**src/rtl/element_mult_chain.sv**
```systemverilog
// element_mult_chain: streaming multi-lane Q-format element-wise product across operand groups
// Each lane keeps a saturating running product; groups are framed by first/last flags.
module element_mult_chain #(
  parameter int LANES    = 4,
  parameter int W        = 16,
  parameter int FRAC     = 8,
  parameter int MULT_LAT = 2,
  parameter int CNT_W    = 8
)(
  input  logic                 clk,
  input  logic                 reset_n,
  input  logic                 in_valid,
  input  logic                 in_first,
  input  logic                 in_last,
  input  logic [LANES*W-1:0]   in_data,
  output logic                 in_ready,
  output logic                 out_valid,
  output logic [LANES*W-1:0]   out_data,
  output logic [CNT_W-1:0]     out_count,
  input  logic                 out_ready,
  output logic                 proto_err
);
  localparam int MW = $clog2(MULT_LAT + 1);
  typedef enum logic [1:0] {S_IDLE, S_ACC, S_MULT, S_OUT} state_t;
  state_t               r_state;
  logic [LANES*W-1:0]   r_acc, r_opnd, w_prod;
  logic                 r_last, r_err;
  logic [CNT_W-1:0]     r_cnt;
  logic [MW-1:0]        r_mcnt;
  for (genvar i = 0; i < LANES; i++) begin : g_lane
    logic signed [2*W-1:0] w_a, w_b, w_p, w_r;
    assign w_a = {{W{r_acc[i*W+W-1]}}, r_acc[i*W +: W]};
    assign w_b = {{W{r_opnd[i*W+W-1]}}, r_opnd[i*W +: W]};
    assign w_p = w_a * w_b;
    assign w_r = w_p >>> FRAC;
    // in range when the bits above the result's sign bit all match it
    assign w_prod[i*W +: W] = (&w_r[2*W-1:W-1] || ~|w_r[2*W-1:W-1]) ? w_r[W-1:0]
                              : {w_r[2*W-1], {(W-1){~w_r[2*W-1]}}};
  end
  assign in_ready  = (r_state == S_IDLE) || (r_state == S_ACC);
  assign out_valid = r_state == S_OUT;
  assign out_data  = r_acc;
  assign out_count = r_cnt;
  assign proto_err = r_err;
  always_ff @(posedge clk or negedge reset_n) begin
    if (!reset_n) begin
      r_state <= S_IDLE;
      r_acc   <= '0;
      r_opnd  <= '0;
      r_last  <= 1'b0;
      r_cnt   <= '0;
      r_mcnt  <= '0;
      r_err   <= 1'b0;
    end else begin
      r_err <= in_valid && in_ready && ((r_state == S_IDLE) ? !in_first : in_first);
      case (r_state)
        S_IDLE, S_ACC: if (in_valid) begin
          if (in_first) begin
            r_acc   <= in_data;
            r_cnt   <= CNT_W'(1);
            r_state <= in_last ? S_OUT : S_ACC;
          end else if (r_state == S_ACC) begin
            r_opnd  <= in_data;
            r_last  <= in_last;
            r_mcnt  <= MW'(MULT_LAT);
            r_state <= S_MULT;
          end
        end
        S_MULT: begin
          r_mcnt <= r_mcnt - MW'(1);
          if (r_mcnt == MW'(1)) begin
            r_acc   <= w_prod;
            r_cnt   <= (&r_cnt) ? r_cnt : r_cnt + CNT_W'(1);
            r_state <= r_last ? S_OUT : S_ACC;
          end
        end
        default: if (out_ready) r_state <= S_IDLE;
      endcase
    end
  end
endmodule

```
**config.mk**
```make
export PLATFORM = sky130hd
export DESIGN_NAME = element_mult_chain
export DESIGN_NICKNAME = d
export VERILOG_FILES = /design/src/rtl/element_mult_chain.sv
export SDC_FILE = /design/constraint.sdc
export NUM_CORES = 2
export LEC_CHECK = 0
export CAP_MARGIN = 0
export CORE_ASPECT_RATIO = 1.2
export CORE_MARGIN = 4
export CORE_UTILIZATION = 55
export DETAILED_ROUTE_END_ITERATION = 12
export MAX_ROUTING_LAYER = met4
export PLACE_DENSITY = 0.82
export SLEW_MARGIN = 10
export SYNTH_ARGS = -nofsm -noshare
export SYNTH_HDL_FRONTEND = slang
export SYNTH_SLANG_ARGS = --single-unit
```
**constraint.sdc**
```tcl
create_clock -name clk -period 18.2 [get_ports clk]
set_input_delay 3.64 -clock clk [delete_from_list [all_inputs] [get_ports clk]]
set_output_delay 3.64 -clock clk [all_outputs]
set_load 0.005 [all_outputs]
```
==> reports/results.tsv <==
stage	metric	value	unit
run_status	run status	completed	
worst_setup_path	startpoint of the worst register-to-register path	out_data[63]	
detailed_routing	number of iterations in the first detailed-routing pass	6	
synth	simple logic cell fraction of the synthesized area	15.23	%
floorplan	Core ar.	81870	sq um
synth	cell types occupying the most area after synthesis	fa_1, inv_1, ha_1	
synth	adder and majority gate portion of the synthesized area	54.93	%
floorplan	die area	87020	sq um
floorplan	Vert. Die Dim	322.4	microns
synth	dominant cell type by area after synthesis	fa_1	
synth	xor and xnor area share after synthesis	2.359	%
clock_network	Max Buffers Root-to-Sink	2	
timing	worst relative slew slack	22.51	%
clock_network	insertion delay of the later-clocked pin in the worst-skew pair	0.50	ns
min_path	worst hold path endpoint	out_count[5]	
timing	least setup slack across all paths after layout	9.974	ns
clock_network	TritonCTS Sinks	142	
min_path	class of the worst hold path	register to register	
detailed_routing	overall routed net length	113900	microns
detailed_routing	Detail Route Antenna Nets	0	
worst_setup_path	Worst R2R Setup Slack	9.97	ns
synth	Yosys top cell area share	46.14	%
grt	overflow left after global routing	0	
synth	most used standard cell by instance count after synthesis	inv_1	
place	number of buffer cells added on primary ports	144	
detailed_routing	number of DRC violations after detailed-routing iteration 0	2298	
timing	final worst path period need	8.226	ns
synth	predominant post-synthesis flop cell	dfrtp_1	
detailed_routing	drt via density	5.671	
timing	total count of max-transition violations in the final report	0	
grt	Total GRT Usage	28.26	%
worst_setup_path	classification of the worst setup path	register to register	
synth	synthesis warning total	0	
worst_setup_path	critical path's most frequent cell	fa_1	
timing	Worst Max-Slew Pin Slew	1.162	ns
grt	largest net degree at the start of global routing	79	
flow_run	number of max-cap violations	0	
grt	global-route wire length before repair	191100	microns
place	post-placement worst setup slack	10.06	ns
synth	share of synthesized registers carrying an async set or reset	100.0	%
synth	top post-synthesis cells by count	inv_1, fa_1, nand2_1	
worst_setup_path	cells on worst reg2reg path	23	
cells_and_area	area of the multi-input gates	36670	sq um
worst_setup_path	CP Data Required Time	18.61	ns
grt	number of antenna violations at the first check in global routing	3	
cells_and_area	fill cell total of the finished layout	6853	
cells_and_area	layout overhead on the synthesized area	6.218	%
timing	Final Skew	0.02129	ns
timing	final cycle utilization of the critical path	45.20	%
synth	multiplexer share of the synthesized area	1.638	%
synth	dominant combinational cell family by area after synthesis	adder cells	
synth	Net Count, Synth	6319	
floorplan	Site Rows	115	
min_path	worst min-delay path startpoint	out_count[5]	
worst_setup_path	endpoint type of the worst setup path	register	
grt	via count of the first global-routing pass	38180	
synth	count of mapped cells out of synthesis	4887	
clock_network	CTS root buffer	clkbuf_16	
min_path	number of instances on the worst hold path	1	
floorplan	width of the die	270.0	microns
worst_setup_path	largest stage delay on the critical path	0.83	ns
synth	count of state elements after synthesis	142	
floorplan	I/O pins	145	
worst_setup_path	destination of the worst register-to-register timing path	out_data[58]	
worst_setup_path	peak fanout along the critical path	18	
timing	final-layout setup total negative slack	0	ns
detailed_routing	via total after detailed routing	33710	
synth	synthesized area	45290	sq um
timing	unrepaired setup endpoints after global routing	no	
clock_network	post-CTS repair timing setup buffer count	0	
clock_network	TritonCTS clock tree	done	
floorplan	starting density of the core	55.32	%
detailed_routing	number of design rule violations left after detail routing	0	
synth	Synth Area in Compound Gates	6.738	%
synth	mean instance size in the synthesized netlist	9.268	sq um
synth	number of enable-type register cells in the synthesized netlist	0	
timing	Final setup viols	0	
clock_network	number of CTS-inserted buffers	17	
cells_and_area	ratio of cells with drive above 1 in the final layout	3.069	%
clock_network	clock-pin slew on the worst setup and hold paths	0.07	ns
worst_setup_path	cell type of the slowest stage on the worst timing path	mux2i_1	
clock_network	H-tree depth	4	
cells_and_area	FF/Latch Area	3553	sq um
detailed_routing	routed len/inst	19.17	microns
synth	Yosys cell types	79	
clock_network	CTS Hold Buffers Added	0	
timing	fmax	0.1216	GHz
worst_setup_path	Worst EP arrival	8.63	ns
cells_and_area	net count of the finished layout	6306	
synth	part of the Yosys area used for sequential elements	7.846	%
timing	Hold Fails Final Rpt	0	
place	placer's final routability congestion estimate	0.9278	
clock_network	number of cells upsized or downsized after cts	0	
place	post-detail-place hpwl	90410	microns
cells_and_area	utilization after layout	58.76	%
worst_setup_path	chain of cells forming the critical path	nand2_1, inv_1, fa_1, inv_1, fa_1, inv_1, fa_1, fa_1, fa_1, inv_1, fa_1, inv_1, ha_1, o21ai_0, o21bai_1, a221o_1, a221o_1, a21oi_1, xnor2_1, or4b_1, mux2i_1, nand2_1, a21oi_1	
worst_setup_path	Worst Setup Start Kind	register	
[per-layer routing]
layer / vias to the layer above / GRT usage (%) / part of all wire [%]
met5: - / - / 0
met4: 0 / 12.26 / 4.7
met3: 394 / 3.861 / 6.3
met2: 1314 / 49.87 / 52
met1: 17370 / 32.45 / 37
li1: 14640 / - / -
[worst max-delay path, delay by kind of cell, from the launching register on]
kind	cells	cell delay (ns)
xor gates and xnor gates	1	0.10
DFF	1	0.61
and+or+nand+nor	3	0.91
buffers and inverters	5	0.65
AOI/OAI and AO/OA	6	1.45
adders and majority gates	7	3.57
muxes	1	0.83
[worst max path at each step]
stage / start / slack (ns) / end / cells past startpoint
5_1_grt: r_opnd[1] / 9.35 / out_data[8] / 23
4_1_cts: out_data[63] / 10.01 / out_data[58] / 23
2_1_floorplan: out_data[63] / 11.04 / out_data[51] / 25
6_report: out_data[63] / 9.97 / out_data[58] / 23
3_5_place_dp: out_data[63] / 10.06 / out_data[55] / 23
3_3_place_gp: r_opnd[1] / 10.34 / out_data[4] / 23
[state kept, by name, indices dropped and copies added, names as in the netlist]
signal,flops
out_count,8
out_data,64
proto_err,1
r_last,1
r_mcnt,2
r_opnd,64
r_state,2
[area by class of cell]
| cell class | count | area share, % |
|---|---|---|
| clock inverters | 15 | 0.4343 |
| clock buffers | 17 | 0.8843 |
| repair buffers | 161 | 3.264 |
| inverters | 1161 | 9.059 |
| diodes | 4 | 0.02081 |
| well taps | 1053 | 2.739 |
| flip-flops and latches | 142 | 7.386 |
| multi-input cells | 3391 | 76.21 |
[logic make-up after synthesis]
family	after synthesis
compound gates	467
mux	66
xor+xnor	122
flops	142
simple gates	1374
buf+inv	1354
fa+ha+maj	1362
[cells in the final DEF (no fill, tap or decap), types with 17 or more instances in the layout]
cell type / n
nor2_1: 94
or3_1: 58
mux2_2: 61
o21ai_0: 142
buf_4: 17
nor3_1: 20
a21oi_1: 116
nand4_1: 20
fa_1: 1044
and2_1: 475
nand2_1: 583
inv_1: 1161
xnor2_1: 95
a21o_1: 36
ha_1: 318
a211oi_1: 26
nand2b_1: 36
clkdlybuf4s50_1: 143
nand3_1: 27
dfrtp_1: 142
xor2_1: 27
nor2b_1: 17
clkbuf_16: 17
[through the flow]
stage	instance area (sq um)	hold slack, ns	instances
3_3_place_gp	47460	0.4781	5908
6_report	48110	0.5020	5944
5_1_grt	48110	0.5345	5944
2_1_floorplan	45290	0.4677	4887
3_5_place_dp	47460	0.4960	5908
4_1_cts	48100	0.5031	5940
Power is not shown: default switching activity piles up to over one toggle a cycle in this logic, so the estimate is an artifact.
